--- src/rtl/macro_feed_layer4_pkg.sv ---
// Shared configuration and FSM state encoding for the layer-4 CIM macro feeder.
package macro_pkg;

  localparam int MACRO_NUM  = 4;
  localparam int ROW_NUM    = 64;
  localparam int MACRO_LAT  = 3;
  localparam int FIFO_DEPTH = 2;

  typedef enum logic [1:0] {
    IDLE    = 2'd0,
    ISSUE   = 2'd1,
    COMPUTE = 2'd2,
    HOLD    = 2'd3
  } state_t;

endpackage

--- src/rtl/macro_feed_layer4_sync_fifo.sv ---
// Small synchronous FIFO with registered occupancy count; full/empty decode from the count.
module sync_fifo #(
  parameter int WIDTH = 8,
  parameter int DEPTH = 2,
  parameter int CW    = $clog2(DEPTH + 1)
) (
  input  logic             clk,
  input  logic             rst,
  input  logic             push,
  input  logic             pop,
  input  logic [WIDTH-1:0] din,
  output logic             full,
  output logic             empty,
  output logic [CW-1:0]    count,
  output logic [WIDTH-1:0] head
);

  localparam int PW = (DEPTH > 1) ? $clog2(DEPTH) : 1;

  logic [WIDTH-1:0] mem [DEPTH];
  logic [PW-1:0]    wr_ptr;
  logic [PW-1:0]    rd_ptr;
  logic             do_push;
  logic             do_pop;

  // Pointers wrap explicitly so DEPTH need not be a power of two.
  function automatic logic [PW-1:0] next_ptr(input logic [PW-1:0] p);
    if (p == PW'(DEPTH - 1)) begin
      return '0;
    end else begin
      return p + PW'(1);
    end
  endfunction

  assign full    = (count == CW'(DEPTH));
  assign empty   = (count == '0);
  assign do_push = push && !full;
  assign do_pop  = pop && !empty;
  assign head    = mem[rd_ptr];

  always_ff @(posedge clk) begin
    if (do_push) begin
      mem[wr_ptr] <= din;
    end
  end

  always_ff @(posedge clk or posedge rst) begin
    if (rst) begin
      wr_ptr <= '0;
      rd_ptr <= '0;
      count  <= '0;
    end else begin
      if (do_push) begin
        wr_ptr <= next_ptr(wr_ptr);
      end
      if (do_pop) begin
        rd_ptr <= next_ptr(rd_ptr);
      end
      case ({do_push, do_pop})
        2'b10:   count <= count + CW'(1);
        2'b01:   count <= count - CW'(1);
        default: count <= count;
      endcase
    end
  end

endmodule

--- src/rtl/macro_feed_layer4.sv ---
// Layer-4 CIM feeder: buffers activation frames, issues them to all macros, waits out
// the macro latency and holds results until the partial-sum stage captures them.
module macro_feed_layer4 #(
  parameter int MACRO_NUM  = macro_pkg::MACRO_NUM,
  parameter int ROW_NUM    = macro_pkg::ROW_NUM,
  parameter int MACRO_LAT  = macro_pkg::MACRO_LAT,
  parameter int FIFO_DEPTH = macro_pkg::FIFO_DEPTH
) (
  input  logic                                clk,
  input  logic                                rst,
  input  logic                                in_valid,
  output logic                                in_ready,
  input  logic [MACRO_NUM*ROW_NUM-1:0]        in_data,
  output logic                                macro_en,
  output logic [MACRO_NUM-1:0][ROW_NUM-1:0]   macro_data,
  output logic                                psum_valid,
  input  logic                                psum_ready,
  output logic                                busy,
  output logic [15:0]                         frame_cnt
);

  import macro_pkg::*;

  localparam int         FRAME_W  = MACRO_NUM * ROW_NUM;
  localparam int         CW       = $clog2(FIFO_DEPTH + 1);
  localparam logic [3:0] LAT_LOAD = 4'(MACRO_LAT - 1);

  state_t             state;
  state_t             next_state;
  logic [3:0]         lat_cnt;
  logic               fifo_full;
  logic               fifo_empty;
  logic [CW-1:0]      fifo_count;
  logic [FRAME_W-1:0] fifo_head;
  logic               push;
  logic               pop;
  logic               handshake;

  // No bypass: a pop in the same cycle never frees space for a push.
  assign in_ready  = !fifo_full;
  assign push      = in_valid && !fifo_full;
  assign pop       = (state == ISSUE);
  assign handshake = (state == HOLD) && psum_ready;
  assign busy      = (state != IDLE) || (fifo_count != '0);

  sync_fifo #(
    .WIDTH (FRAME_W),
    .DEPTH (FIFO_DEPTH),
    .CW    (CW)
  ) u_fifo (
    .clk   (clk),
    .rst   (rst),
    .push  (push),
    .pop   (pop),
    .din   (in_data),
    .full  (fifo_full),
    .empty (fifo_empty),
    .count (fifo_count),
    .head  (fifo_head)
  );

  always_comb begin
    next_state = state;
    case (state)
      IDLE: begin
        if (!fifo_empty) next_state = ISSUE;
        else             next_state = IDLE;
      end
      ISSUE: begin
        next_state = COMPUTE;
      end
      COMPUTE: begin
        if (lat_cnt == 4'd0) next_state = HOLD;
        else                 next_state = COMPUTE;
      end
      HOLD: begin
        if (!psum_ready)     next_state = HOLD;
        else if (fifo_empty) next_state = IDLE;
        else                 next_state = ISSUE;
      end
      default: begin
        next_state = IDLE;
      end
    endcase
  end

  always_ff @(posedge clk or posedge rst) begin
    if (rst) begin
      state   <= IDLE;
      lat_cnt <= 4'd0;
    end else begin
      state <= next_state;
      if (state == ISSUE) begin
        lat_cnt <= LAT_LOAD;
      end else if ((state == COMPUTE) && (lat_cnt != 4'd0)) begin
        lat_cnt <= lat_cnt - 4'd1;
      end else begin
        lat_cnt <= lat_cnt;
      end
    end
  end

  // Outputs are decoded from next_state so they align with the state register;
  // the packed macro_data layout puts in_data[m*ROW_NUM +: ROW_NUM] on macro m.
  always_ff @(posedge clk or posedge rst) begin
    if (rst) begin
      macro_en   <= 1'b0;
      psum_valid <= 1'b0;
      macro_data <= '0;
    end else begin
      macro_en   <= (next_state == ISSUE);
      psum_valid <= (next_state == HOLD);
      if (next_state == ISSUE) begin
        macro_data <= fifo_head;
      end else begin
        macro_data <= macro_data;
      end
    end
  end

  always_ff @(posedge clk or posedge rst) begin
    if (rst) begin
      frame_cnt <= 16'd0;
    end else if (handshake) begin
      frame_cnt <= frame_cnt + 16'd1;
    end else begin
      frame_cnt <= frame_cnt;
    end
  end

endmodule
--- config.mk ---
export PLATFORM = sky130hd
export DESIGN_NAME = macro_feed_layer4
export DESIGN_NICKNAME = d
export VERILOG_FILES = /design/src/rtl/macro_feed_layer4_pkg.sv /design/src/rtl/macro_feed_layer4_sync_fifo.sv /design/src/rtl/macro_feed_layer4.sv
export SDC_FILE = /design/constraint.sdc
export NUM_CORES = 1
export LEC_CHECK = 0
export ABC_CLOCK_PERIOD_IN_PS = 35800
export BUFFER_PORTS_ARGS = -buffer_cell sky130_fd_sc_hd__buf_2
export CAP_MARGIN = 10
export CORE_ASPECT_RATIO = 1.25
export CORE_MARGIN = 2
export CORE_UTILIZATION = 45
export CTS_CLUSTER_SIZE = 8
export DETAILED_ROUTE_END_ITERATION = 6
export GPL_ROUTABILITY_DRIVEN = 0
export PLACE_DENSITY = 0.69
export SYNTH_ARGS = -nofsm -noshare
export SYNTH_HDL_FRONTEND = slang
export SYNTH_SLANG_ARGS = --single-unit
--- constraint.sdc ---
create_clock -name clk -period 35.8 [get_ports clk]
set_input_delay 0 -clock clk [delete_from_list [all_inputs] [get_ports clk]]
set_output_delay 0 -clock clk [all_outputs]
set_load 0.1 [all_outputs]
==> summary.md, run 1 <==
| Metric | Value |
|---|---|
| CTS tree | `yes` |
| Hold path depth | `2` |
| Layout Cells excl Fill | `3495` |
| CP Launch Type | `register` |
| Yosys top cell by area | `edfxtp_1` |
| Post-DRT Antenna Nets | `0` |
| Netlist cell types | `32` |
| Detailed-route via count | `approximately 17000` |
| RSZ-0062 raised after global routing | `false` |
| Number of enable flip-flop cells after synthesis | `512` |
| H-Tree Depth | `3` |
| HP Class | `input port to register` |
| Share of post-route cells with drive strength above 1 | `0.255` |
| CP endpoint kind | `register` |
| I/O pin count | `536` |
| Initial antenna violation count | `9` |
| Later-pin clock latency in the skew report | `~0.65 ns` |
| Bufs and invs on worst path | `3` |
| Initial core utilization | `0.456` |
| CP max stage delay | `0.97 ns` |
| GRT Resource Usage Total | `0.209` |
| Syn nets | `1999` |
| Fmax | `approximately 260 MHz` |
| Number of buffers created by CTS | `109` |
| Wl on met1 | `25500 um` |
| Crit path depth | `6` |
| Post-synth top cells | `edfxtp_1, dfrtp_1, nand2_1` |
| Clk root buf | `clkbuf_16` |
| Die X | `228 um` |
| Setup violations, final | `0` |
| Critical-path cell list | `and3_4 -> o22ai_4 -> buf_4 -> buf_4 -> buf_4 -> o21ai_0` |
| Detail-routed via count per cell | `around 5` |
| Chip Height | `about 280 um` |
| DR top layer | `met5` |
| Largest cells by area after synthesis | `edfxtp_1, dfrtp_1, mux2i_1, nand2_1, o21ai_0` |
| Filler cells | `4647` |
| Worst hold slack | `0.0799 ns` |
| CTS clk-pin slew, worst paths | `0.06 ns` |
| Vias in the first global route | `18901` |
| Crit path required time | `36.26 ns` |
| Max Clock Skew | `0.0243 ns` |
| Clk sinks | `796` |
| Layout Nets | `2835` |
| Final Util | `0.603` |
| Status | `complete, no violations` |
| Sequential area share after synthesis | `0.794` |
| Fin crit period | `3.79 ns` |
| Drt pass-1 iters | `5` |
| Post-CTS Setup Inserts | `0` |
| Met3 routed WL | `about 4300 um` |
| Yosys reg bits | `796` |
| Number of max-cap violations | `0` |
| Synth top area share | `0.543` |
| Crit path arrival time | `about 4.3 ns` |
| Met2 routed WL | `35200 um` |
| Clk buf depth | `3` |
| Largest net degree at the start of global routing | `232` |
| Avg WL per Cell | `19.5 um` |
| Final Cycle Share | `0.106` |
| Cell family with most CP delay | `buffers and inverters` |
| R2r setup slk | `roughly 32 ns` |
| Reg area | `around 0.022 mm2` |
| Most common cell in the synthesized netlist | `edfxtp_1` |
| YS warnings | `0` |
| Final hold violation count | `0` |
| Placed cells | `a little over 3000` |
| Area occupied by multi-input gates | `0.00537 mm2` |
| Final WL | `68200 um` |
| Post-DP HPWL | `40800 um` |
| Critical path's slowest cell | `buf_4` |
| Total congestion overflow | `0` |
| Most frequent CP cell | `buf_4` |
| Number of core rows | `just over 100` |
| Least-Margin Pin Slew | `1.15 ns` |
| First-pass GRT wire length | `106000 um` |
| Slew margin rel. | `0.232` |
| Most used DFF post-synth | `edfxtp_1` |
| Mapped Area | `around 0.028 mm2` |
| Syn-to-layout area delta | `32.4%` |
| R2R depth | `6` |
| Slew Limit Fails | `0` |
| Crit path kind | `register to register` |
| Die area | `0.0650 mm2` |
| Core area | `0.0622 mm2` |
| Sum of negative setup slack | `0 ns` |
| IO buf count | `535` |
| Post-synth ARST share | `0.357` |
| Synthesized instance count | `between 1500 and 2000` |
| Syn Area/Cell | `between 15 and 20 um2` |
| Initial DRC count | `1035` |
| Crit path max fanout | `roughly 120` |
| Drt drc | `0` |
-- worst paths after layout --
kind | startpoint | to
max | state[1] | macro_data[122]
min | in_data[192] | u_fifo.mem[0][192]
max reg2reg | state[1] | macro_data[122]
min reg2reg | macro_data[224] | macro_data[224]
max in group asynchronous | rst | u_fifo.rd_ptr
min in group asynchronous | rst | macro_data[127]
-- final cells by class --
type,instances,area share
Inverter,4,0.000601
Clock buffer,190,0.0808
Sequential cell,796,0.600
Timing Repair Buffer,812,0.144
Clock inverter,6,0.00304
Antenna cell,7,0.000467
Tap cell,832,0.0278
Multi-Input combinational cell,848,0.143
-- kinds of logic after synthesis --
kind of cell	after synthesis	share of synthesized area
DFF	796	0.794
and+or+nand+nor	305	0.0431
AOI/OAI and AO/OA	260	0.0466
muxes	257	0.0909
buffers and inverters	91	0.0171
xor gates and xnor gates	22	0.00680
adders and majority gates	4	0.00177
-- placed cells by master, fill, tap and decap left out, drive strengths merged, types with 10 or more instances in the layout --
cell           n
edfxtp       512
dlygate4sd3  259
o21ai        257
xnor2         15
nand2        269
buf          553
nor2          10
mux2i        256
dfrtp        284
clkbuf       190
-- sequential cells by signal, indices dropped and copies added, names as in the netlist --
name / count
state: 2
frame_cnt: 16
u_fifo.count: 2
u_fifo.mem: 512
u_fifo.wr_ptr: 1
macro_data: 256
lat_cnt: 4
u_fifo.rd_ptr: 1
macro_en: 1
psum_valid: 1
-- per-stage QoR --
stage | worst slack (ns) | cell area, um2
final | 32.01 | 37500
after global routing | 31.70 | 37500
after CTS | 32.07 | 37500
after detailed placement | 32.07 | 31700
after global placement | 32.18 | 31700
after floorplan | 22.73 | 28300
-- metal layers --
| layer | track usage | up-vias |
|---|---|---|
| met3 | 0.0521 | 177 |
| met5 | 0 | - |
| met2 | 0.362 | 579 |
| li1 | - | 8006 |
| met4 | 0.108 | 4 |
| met1 | 0.240 | 8601 |
-- what timing repair did --
item                      CTS  global route
gates resized for setup     0             0
hold endpoints to repair  647             0
hold buffers              259             0
Power of run 1 is left out: the tool's default activity adds up to more than one toggle a clock period on the data nets, which glitch-free logic cannot reach.
==> run 2: changes to the inputs <==
ABC_AREA = 1   (was not set)
ABC_CLOCK_PERIOD_IN_PS = 3900   (was 35800)
PLACE_DENSITY = 0.68   (was 0.69)
clock period = 3.9 ns   (was 35.8 ns; I/O delays follow)
==> summary.md, run 2 <==
| Metric | Value |
|---|---|
| Yosys top cell by area | `edfxtp_1` |
| Die area | `0.0695 mm2` |
| Clk buf depth | `3` |
| GRT Resource Usage Total | `0.234` |
| Detail-routed via count per cell | `5.06` |
| First-pass GRT wire length | `127000 um` |
| Worst r2r src | `u_fifo.count[0]` |
| Synthesized instance count | `2647` |
| Crit path arrival time | `3.18 ns` |
| CTS clk-pin slew, worst paths | `roughly 0.05 ns` |
| Least-Margin Pin Slew | `1.09 ns` |
| FF-to-FF End | `macro_data[128]` |
| Mapped Area | `0.0303 mm2` |
| Syn Area/Cell | `11.5 um2` |
| Avg WL per Cell | `18.8 um` |
| Largest Register | `u_fifo.mem` |
| Share of post-route cells with drive strength above 1 | `0.199` |
| Chip Height | `roughly 290 um` |
| Initial DRC count | `1259` |
| R2r setup slk | `1.29 ns` |
| Final Util | `0.595` |
| Number of buffers created by CTS | `109` |
| Most common cell after layout, fill and taps aside | `nand2_1` |
| H-Tree Depth | `3` |
| CP Launch Type | `register` |
| Number of core rows | `106` |
| Number of enable flip-flop cells after synthesis | `512` |
| Regs by FF count | `u_fifo.mem x512, macro_data x256, frame_cnt x16` |
| CP endpoint kind | `register` |
| Setup violations, final | `0` |
| R2R depth | `5` |
| RSZ-0062 raised after global routing | `false` |
| Post-CTS Resized | `0` |
| Die X | `236 um` |
| Largest cells by area after synthesis | `edfxtp_1, dfrtp_1, nand2_1, nand4_1, buf_2` |
| Post-synth ARST share | `0.357` |
| Layout Cells excl Fill | `4384` |
| Syn nets | `2911` |
| Most used DFF post-synth | `edfxtp_1` |
| Max reg flops | `approximately 500` |
| Slew margin rel. | `0.271` |
| Post-synth top cells | `nand2_1, edfxtp_1, dfrtp_1` |
| Clk root buf | `clkbuf_16` |
| Placed cells | `between 3000 and 4000` |
| I/O pin count | `536` |
| Final WL | `a little over 80000 um` |
| Crit path required time | `between 4 and 5 ns` |
| Largest net degree at the start of global routing | `around 190` |
| Netlist cell types | `23` |
| Drt drc | `0` |
| Fmax | `384 MHz` |
| Most frequent cells in the layout | `nand2_1, buf_2, edfxtp_1` |
| Clk sinks | `796` |
| Syn-to-layout area delta | `31.1%` |
| Yosys reg bits | `796` |
| Total congestion overflow | `0` |
| Post-DRT Antenna Nets | `0` |
| Sequential area share after synthesis | `0.741` |
| Synth top area share | `0.507` |
| Initial antenna violation count | `14` |
| Max Clock Skew | `0.0156 ns` |
| Final Cycle Share | `0.668` |
| YS warnings | `0` |
| Drt pass-1 iters | `5` |
| Later-pin clock latency in the skew report | `0.66 ns` |
| Slew Limit Fails | `0` |
| Core area | `between 0.06 and 0.07 mm2` |
| CTS tree | `yes` |
| HP Class | `input port to async pin` |
| Most common cell in the synthesized netlist | `nand2_1` |
| IO buf count | `about 540` |
| Layout Nets | `~3700` |
| Fin crit period | `2.61 ns` |
| Crit path max fanout | `approximately 130` |
| Vias in the first global route | `22371` |
| Crit path kind | `register to register` |
| Final hold violation count | `0` |
| Detailed-route via count | `22186` |
| Initial core utilization | `0.454` |
| Post-DP HPWL | `46500 um` |
| Worst hold slack | `0.0439 ns` |
| Status | `complete, no violations` |
| Number of max-cap violations | `0` |
==> run 2: worst max-delay path by stage <==
| stage | start | endpoint | cells past startpoint | slack [ns] |
|---|---|---|---|---|
| finish | u_fifo.count[0] | macro_data[128] | 5 | 1.29 |
| global route | u_fifo.count[0] | macro_data[128] | 5 | 1.07 |
| floorplan | u_fifo.count[1] | u_fifo.mem[1][0] | 4 | -1.21 |
| global placement | u_fifo.count[0] | macro_data[129] | 5 | 1.44 |
| CTS | u_fifo.count[0] | macro_data[130] | 5 | 1.32 |
| detailed placement | u_fifo.count[0] | macro_data[71] | 5 | 1.34 |
==> run 2: layout make-up <==
type	instances	area, um2
fill	5270	27100
sequential	796	22500
multi-input combinational	1650	7050
timing repair buffer	827	5760
clock buffer	203	3180
tap	864	1080
inverter	32	139
clock inverter	4	41.3
antenna	8	20.0
==> run 2: critical path, stage by stage, from the launching register on <==
cell     delay (ns)
dfrtp_1        0.42
nor2_1         0.15
inv_8          0.55
buf_4          0.91
nand4_1        0.24
nand2_1        0.13
==> run 2: repair_timing <==
action                                  4_1_cts  5_1_grt
buffers inserted                              0        0
endpoints found under the hold margin       630        0
endpoints found under the setup margin        0        0
hold buffers                                259        0
==> run 2: kinds of logic after synthesis <==
group	synth area share
simple gates	0.222
flops	0.741
buf+inv	0.0280
xor+xnor	0.00433
compound gates	0.00248
fa+ha+maj	0.00165
==> run 2: per-stage QoR <==
stage | TNS, ns | setup slack, ns | area [um2]
after floorplan | -616.31 | -1.21 | 30400
after global placement | 0 | 1.44 | 33900
after detailed placement | 0 | 1.34 | 33900
after CTS | 0 | 1.32 | 39700
after global routing | 0 | 1.07 | 39700
final | 0 | 1.29 | 39700
==> run 2: metal layers <==
layer	share of wire	global-route usage	up-vias
met1	0.39	0.284	10618
met5	0.00098	0	-
met4	0.046	0.116	12
met2	0.50	0.397	826
met3	0.063	0.0513	214
li1	-	-	10516
Power of run 2 is left out for the same reason.
